**src/rtl/mem_load_store_ctrl.sv**
```systemverilog
// mem_load_store_ctrl: single-outstanding load/store controller that sits
// between the core datapath and the data-memory request/grant/response bus.
//
// Ports:
//   i_clk, i_reset        clock, synchronous active-high reset
//   i_req_valid           core request strobe (sampled only when idle)
//   i_req_we              1 = store, 0 = load
//   i_req_size            00 byte, 01 half, 10 word, 11 illegal
//   i_req_addr            byte address
//   i_req_wdata           right-justified store data
//   o_busy                controller is not idle
//   o_done                one-cycle completion pulse
//   o_rdata_aligned       load data shifted down to bit 0, zero-filled
//   o_err_misalign        request was misaligned/illegal (with o_done)
//   o_err_timeout         bus did not answer in time (with o_done)
//   o_mem_req/we/addr     bus request, write enable, word address
//   o_mem_wdata/be        lane-replicated store data, byte enables
//   i_mem_gnt             bus grant
//   i_mem_rvalid/rdata    bus read response

module mem_load_store_ctrl #(
    parameter int TIMEOUT = 15
) (
    input  logic        i_clk,
    input  logic        i_reset,
    input  logic        i_req_valid,
    input  logic        i_req_we,
    input  logic [1:0]  i_req_size,
    input  logic [31:0] i_req_addr,
    input  logic [31:0] i_req_wdata,
    output logic        o_busy,
    output logic        o_done,
    output logic [31:0] o_rdata_aligned,
    output logic        o_err_misalign,
    output logic        o_err_timeout,
    output logic        o_mem_req,
    output logic        o_mem_we,
    output logic [31:0] o_mem_addr,
    output logic [31:0] o_mem_wdata,
    output logic [3:0]  o_mem_be,
    input  logic        i_mem_gnt,
    input  logic        i_mem_rvalid,
    input  logic [31:0] i_mem_rdata
);

    localparam int CW = $clog2(TIMEOUT + 1);
    localparam logic [CW-1:0] CNT_LAST = CW'(TIMEOUT - 1);

    typedef enum logic [1:0] {
        S_IDLE,
        S_REQ,
        S_WAIT,
        S_DONE
    } state_t;

    state_t        r_state;
    logic [CW-1:0] r_cnt;
    logic          r_we;
    logic [1:0]    r_off;

    logic          w_misalign;
    logic [3:0]    w_be;
    logic [31:0]   w_wdata;
    logic          w_expire;
    logic [31:0]   w_rdata_shift;

    // Lane placement of the incoming request, computed from the raw
    // request inputs so it can be registered straight onto the bus.
    always_comb begin
        w_be       = 4'b0000;
        w_wdata    = 32'h0;
        w_misalign = 1'b0;
        unique case (i_req_size)
            2'b00: begin
                w_wdata = {4{i_req_wdata[7:0]}};
                w_be    = 4'b0001 << i_req_addr[1:0];
            end
            2'b01: begin
                w_wdata    = {2{i_req_wdata[15:0]}};
                w_be       = 4'b0011 << i_req_addr[1:0];
                w_misalign = i_req_addr[0];
            end
            2'b10: begin
                w_wdata    = i_req_wdata;
                w_be       = 4'b1111;
                w_misalign = (i_req_addr[1:0] != 2'b00);
            end
            default: begin
                w_misalign = 1'b1;
            end
        endcase
    end

    // r_cnt holds the number of REQ/WAIT cycles already spent, so the
    // current cycle is the last one allowed when it equals TIMEOUT-1.
    assign w_expire      = (r_cnt == CNT_LAST);
    assign w_rdata_shift = i_mem_rdata >> {r_off, 3'b000};
    assign o_busy        = (r_state != S_IDLE);

    always_ff @(posedge i_clk) begin
        if (i_reset) begin
            r_state         <= S_IDLE;
            r_cnt           <= '0;
            r_we            <= 1'b0;
            r_off           <= 2'b00;
            o_done          <= 1'b0;
            o_rdata_aligned <= 32'h0;
            o_err_misalign  <= 1'b0;
            o_err_timeout   <= 1'b0;
            o_mem_req       <= 1'b0;
            o_mem_we        <= 1'b0;
            o_mem_addr      <= 32'h0;
            o_mem_wdata     <= 32'h0;
            o_mem_be        <= 4'b0000;
        end else begin
            // Completion and error flags are single-cycle pulses.
            o_done         <= 1'b0;
            o_err_misalign <= 1'b0;
            o_err_timeout  <= 1'b0;

            unique case (r_state)
                S_IDLE: begin
                    if (i_req_valid) begin
                        r_we  <= i_req_we;
                        r_off <= i_req_addr[1:0];
                        r_cnt <= '0;
                        if (w_misalign) begin
                            r_state        <= S_DONE;
                            o_done         <= 1'b1;
                            o_err_misalign <= 1'b1;
                        end else begin
                            r_state     <= S_REQ;
                            o_mem_req   <= 1'b1;
                            o_mem_we    <= i_req_we;
                            o_mem_addr  <= {i_req_addr[31:2], 2'b00};
                            o_mem_wdata <= i_req_we ? w_wdata : 32'h0;
                            o_mem_be    <= w_be;
                        end
                    end
                end

                S_REQ: begin
                    r_cnt <= r_cnt + 1'b1;
                    // A grant on the final allowed cycle still counts.
                    if (i_mem_gnt || w_expire) begin
                        o_mem_req   <= 1'b0;
                        o_mem_we    <= 1'b0;
                        o_mem_wdata <= 32'h0;
                        o_mem_be    <= 4'b0000;
                    end
                    if (i_mem_gnt) begin
                        if (r_we) begin
                            r_state <= S_DONE;
                            o_done  <= 1'b1;
                        end else begin
                            r_state <= S_WAIT;
                        end
                    end else if (w_expire) begin
                        r_state       <= S_DONE;
                        o_done        <= 1'b1;
                        o_err_timeout <= 1'b1;
                    end
                end

                S_WAIT: begin
                    r_cnt <= r_cnt + 1'b1;
                    if (i_mem_rvalid) begin
                        o_rdata_aligned <= w_rdata_shift;
                        r_state         <= S_DONE;
                        o_done          <= 1'b1;
                    end else if (w_expire) begin
                        r_state       <= S_DONE;
                        o_done        <= 1'b1;
                        o_err_timeout <= 1'b1;
                    end
                end

                S_DONE: begin
                    r_state <= S_IDLE;
                end

                default: begin
                    r_state <= S_IDLE;
                end
            endcase
        end
    end

endmodule
```
**config.mk**
```make
export PLATFORM = sky130hd
export DESIGN_NAME = mem_load_store_ctrl
export DESIGN_NICKNAME = d
export VERILOG_FILES = /design/src/rtl/mem_load_store_ctrl.sv
export SDC_FILE = /design/constraint.sdc
export NUM_CORES = 1
export LEC_CHECK = 0
export CAP_MARGIN = 20
export CORE_UTILIZATION = 35
export DETAILED_ROUTE_END_ITERATION = 12
export DONT_BUFFER_PORTS = 1
export HOLD_SLACK_MARGIN = 0.03
export PLACE_DENSITY = 0.45
export SLEW_MARGIN = 20
export SYNTH_ARGS = -nofsm -noshare
export SYNTH_HDL_FRONTEND = slang
export SYNTH_SLANG_ARGS = --single-unit
```
**constraint.sdc**
```tcl
create_clock -name i_clk -period 3.15 [get_ports i_clk]
set_input_delay 0.63 -clock i_clk [delete_from_list [all_inputs] [get_ports i_clk]]
set_output_delay 0.63 -clock i_clk [all_outputs]
set_load 0.1 [all_outputs]
```
# ---- After elaboration in Yosys (flattened, before gate mapping)
# Cells that the tools add are included.
dict set report word_totals {
  inputBits 104
  reg_bits 112
  out_inout_bits 106
}
dict set report classes {
  mux 38
  n_eq_ne 9
  shift 3
  reduce_logical 14
  n_addsub 1
  bitwise 2
}
# operator n
set ops {}
lappend ops {{2-to-1 mux 32 bit} 4}
lappend ops {{one-hot mux 32 bit (3 select lines)} 1}
lappend ops {{one-hot mux 32 bit (2 select lines)} 1}
lappend ops {{right shift 32 x 5 -> 32 bit} 1}
lappend ops {{2-to-1 mux 4 bit} 4}
lappend ops {{one-hot mux 4 bit (2 select lines)} 2}
lappend ops {{2-to-1 mux 1 bit} 14}
lappend ops {{one-hot mux 4 bit (3 select lines)} 1}
lappend ops {{2-to-1 mux 2 bit} 5}
lappend ops {{one-hot mux 2 bit (4 select lines)} 1}
lappend ops {{nonzero test 2 bit} 4}
lappend ops {{== test 2 bit, second input constant} 3}
lappend ops {{inequality test 2 bit, second input constant} 3}
lappend ops {{one-hot mux 1 bit (2 select lines)} 3}
lappend ops {{one-hot mux 1 bit (3 select lines)} 2}
lappend ops {{AND reduction 2 bit} 3}
lappend ops {{adder 4 x 1 -> 4 bit, second input constant} 1}
lappend ops {{== test 2 x 1 -> 1 bit, second input constant} 2}
lappend ops {{== test 4 bit, second input constant} 1}
lappend ops {{zero test 2 bit} 2}
lappend ops {{AND reduction 4 bit} 1}
lappend ops {{OR reduction 2 bit} 2}
lappend ops {{left shift 1 x 2 -> 4 bit, first input constant} 1}
lappend ops {{left shift 2 x 2 -> 4 bit, first input constant} 1}
lappend ops {{other kinds (3)} 4}

# ---- Depth between registers and ports, before layout
dict set report logic_depth {
  depth_word 6
  ltp_mapped 9
}

# ---- Worst setup path after synthesis
# Ideal clock, no wire load.
dict set report synth_timing {
  path_type {register -> register}
  from {register r_state[0]}
  to {register o_mem_wdata[21]}
  period_less_slack_ns 2.185
  path_stages_with_launch 10
  slack_ns 0.965
  required_ns 3.030
  path_buffers 3
  arrival_ns 2.065
  cell_sequence {dfxtp_1 -> inv_1 -> ha_1 -> buf_2 -> inv_1 -> a21oi_1 -> o2bb2ai_1 -> buf_4 -> buf_6 -> o2bb2ai_1}
}
dict set report synth_between {
  elab_chain_len 3
}
# element line
set synth_lines {}
lappend synth_lines {{start, declared} 56} ;# state_t r_state;
lappend synth_lines {{start signal, assigned} 102} ;# r_state <= S_IDLE;
lappend synth_lines {{start signal, assigned} 128} ;# r_state <= S_DONE;
lappend synth_lines {{start signal, assigned} 132} ;# r_state <= S_REQ;
lappend synth_lines {{== test 2 x 1 -> 1 bit / zero test 2 bit (equally long branches)} 121} ;# unique case (r_state)
lappend synth_lines {{inequality test 2 bit (no source line) / nonzero test 2 bit (equally long branches)} --}
lappend synth_lines {{AND reduction 4 bit (no source line)} --}
lappend synth_lines {{end signal, assigned} 136} ;# o_mem_wdata <= i_req_we ? w_wdata : 32'h0;
lappend synth_lines {{end, declared} 39} ;# output logic [31:0] o_mem_wdata,
# Several ways; a longest one is shown, not always the timed one.
# A chain may end at the register's enable or synchronous reset.

# ---- Worst setup path after layout
dict set report layout_timing {
  from {register r_state[0]}
  to {register o_mem_wdata[13]}
}
# Same word-level chain as after synthesis.

==> impl_metrics.json <==
{
  "status": "completed",
  "netlist_top_cells_area": "sky130_fd_sc_hd__dfxtp_1 48%, sky130_fd_sc_hd__nand2_1 6.8%, sky130_fd_sc_hd__a21oi_1 6.8%",
  "via_per_instance_ratio": 5.53,
  "drv_slew": 0,
  "syn-instance-count": 517,
  "most_area_hungry_cell_type_in_the_yosys_netlist": "sky130_fd_sc_hd__dfxtp_1",
  "synthesis.area_per_instance_um2": 9.01,
  "wire_per_inst_um": 18.7,
  "via_count": 3726,
  "internal_power_uw": 2690,
  "tritoncts_clock_tree": "yes",
  "dr.pass1.iters": 4,
  "cts-root-buf": "sky130_fd_sc_hd__clkbuf_16",
  "die_height_um": 117,
  "half_perimeter_wire_length_of_the_detailed_placement_result_um": 8690,
  "worst_skew_pair.late_latency_ns": 0.35,
  "grt_overflow_total": 0,
  "p_sw_uw": 2120,
  "placeableCoreArea_um2": 12800,
  "syn_to_final_growth_pct": 9.37,
  "diodes": 0,
  "antenna_violating_nets_post_route": 0,
  "power.clock.fraction_pct": 27.5,
  "max_slew.worst_pin.slew_ns": 1.05,
  "htreeDepth": 3,
  "clk_skew_ns": 0.00590,
  "critical_path.max_fanout": 38,
  "synth_warnings": 0,
  "yosys_most_used_dff": "sky130_fd_sc_hd__dfxtp_1",
  "synth-seq-cells": 112,
  "hold_ws_ns": 0.338,
  "clk_path_buf_depth": 2,
  "post_cts_hold_buffer_count": 0,
  "fp.dieArea_um2": 13800,
  "cts_resized": 0,
  "cts.repair_timing.setup_buffer_count": 0,
  "timing.setup.tns_ns": 0,
  "worst_ep_arrival_time_ns": 2.54,
  "final.min_clock_period_ns": 2.27,
  "route.detailed.drc": 0,
  "cap_viol_max_count": 0,
  "holdCritPathClass": "in -> reg",
  "max_clock_freq_mhz": 440,
  "synth.cell_area_um2": 4660,
  "slew-limit-headroom_pct": 29.3,
  "post_layout_nonfiller_instances": 674,
  "critical_path_class": "reg -> reg",
  "power.density_nw_per_um2": 943,
  "synth_top_cell_area_share_pct": 48.1,
  "final-hold-violation-count": 0,
  "number_of_antenna_violations_at_the_first_check_in_global_routing": 0,
  "synth_seq_area_share_pct": 48.1,
  "p_sw_share_pct": 44.1,
  "aggregate_global_route_resource_usage_pct": 18.2,
  "worst_setup_hold_path_clk_slew_ns": 0.07,
  "clock_sink_count": 112,
  "design.portCount": 210,
  "setup_violations": 0,
  "gpl_congestion": 0.797,
  "placed_cells": 658,
  "layout.cells.most_common": "sky130_fd_sc_hd__dfxtp_1",
  "tritoncts.num_buffers": 9,
  "fp-row-count": 41,
  "initialDrtViolationCount": 168,
  "drt_wl_total_um": 12600,
  "crit_share_post_route_pct": 72.1,
  "number_of_synthesized_flops_with_an_enable_pin": 0,
  "grt_first_pass_wirelength_um": 19900,
  "initial_core_util_pct": 36.3,
  "rsz0062_at_grt": "no",
  "max-vdd-ir-drop_mv": 0.393,
  "final_cell_mix": "112 x sky130_fd_sc_hd__dfxtp_1, 85 x sky130_fd_sc_hd__nand2_1, 63 x sky130_fd_sc_hd__a21oi_1",
  "grt_max_degree": 78,
  "critPathCaptureType": "flop",
  "floorplan.die.width_um": 117,
  "proportion_of_layout_cells_with_a_drive_suffix_above_1_pct": 8.57,
  "critPathLaunchType": "flop",
  "yosys.cell_types.count": 42,
  "utilization_pct": 39.7,
  "finalNetCount": 607,
  "timing.critical_path.required_ns": 3.42,
  "proportion_of_register_bits_with_asynchronous_set_or_reset_after_synthesis_pct": 0,
  "comb_power_share_pct": 18.1,
  "sequentialPowerShare_pct": 54.3,
  "static-leakage-power_uw": 0.00181,
  "grt_pass1_vias": 3740,
  "io_buffers": 0
}
path summary, 6_finish.rpt:
check / slack, ns / end / from / depth (start not counted)
worst min register to register: 0.48 / r_we / r_we / 2
worst max register to register: 0.88 / o_mem_wdata[13] / r_state[0] / 8
worst min-delay path: 0.34 / o_mem_addr[10] / i_reset / 1
worst max-delay path: 0.88 / o_mem_wdata[13] / r_state[0] / 8
synthesized netlist by cell type (all sizes together), types with 2 or more instances:
library cell	number
dfxtp	112
nand2	85
a21oi	64
nor2	45
o2bb2ai	28
a22oi	25
buf	20
clkbuf	19
mux2i	18
mux2	16
nor3	10
a22o	9
a221oi	8
o211ai	8
inv	7
ha	6
nand3	6
o21ai	5
a21o	3
nor2b	3
a211oi	2
and3	2
nand2b	2
power by group through the flow:
stage / clock [uW] / sequential, uW / combinational [uW]
finish: 1320 / 2610 / 872
floorplan: 0 / 2590 / 752
detailed placement: 0 / 2650 / 876
CTS: 1360 / 2620 / 879
global route: 1420 / 2630 / 965
global placement: 0 / 2640 / 857
registers in the layout (all words and copies together) (netlist names):
register and flops:
o_rdata_aligned 32, o_err_timeout 1, r_state 2, o_mem_wdata 32
r_off 2, o_done 1, r_cnt 4, o_mem_req 1
o_mem_be 4, o_mem_we 1, o_mem_addr 30, o_err_misalign 1
r_we 1
cell families after synthesis:
family          synth area share [%]
simple gates                    14.8
compound gates                  23.1
flops                           48.1
buf+inv                         4.59
mux                             7.73
fa+ha+maj                       1.61
other cells                   0.0805
metal layers:
metal	track usage [%]	vias up	part of all wire, %
met2	29.7	160	46
met4	9.17	0	2.8
li1	-	1802	-
met5	0	-	0
met3	6.76	23	8.9
met1	20.6	1741	42
stage by stage:
stage | setup WS, ns | cell area (um2) | total power, uW
final | 0.878 | 5100 | 4810
after global routing | 0.724 | 5100 | 5020
after CTS | 0.877 | 5100 | 4860
after detailed placement | 0.901 | 4750 | 3520
after global placement | 0.937 | 4750 | 3500
after floorplan | 0.965 | 4660 | 3350
worst max-delay path, cell delays in order (launching register included):
cell and delay, ns:
sky130_fd_sc_hd__dfxtp_1 0.37, sky130_fd_sc_hd__inv_1 0.10, sky130_fd_sc_hd__ha_1 0.31, sky130_fd_sc_hd__nand2_1 0.24, sky130_fd_sc_hd__a21o_1 0.12, sky130_fd_sc_hd__buf_4 0.31
sky130_fd_sc_hd__o2bb2ai_2 0.15, sky130_fd_sc_hd__buf_4 0.39, sky130_fd_sc_hd__o2bb2ai_1 0.16
area by class of cell:
type / instances / area [um2]
fill: 1328 / 7730
clock buffer: 11 / 243
multi-input combinational: 360 / 2210
sequential: 112 / 2240
inverter: 7 / 26.3
tap: 172 / 215
timing repair buffer: 7 / 52.6
clock inverter: 5 / 104
Note: power is estimated with default switching activity, not from simulation.
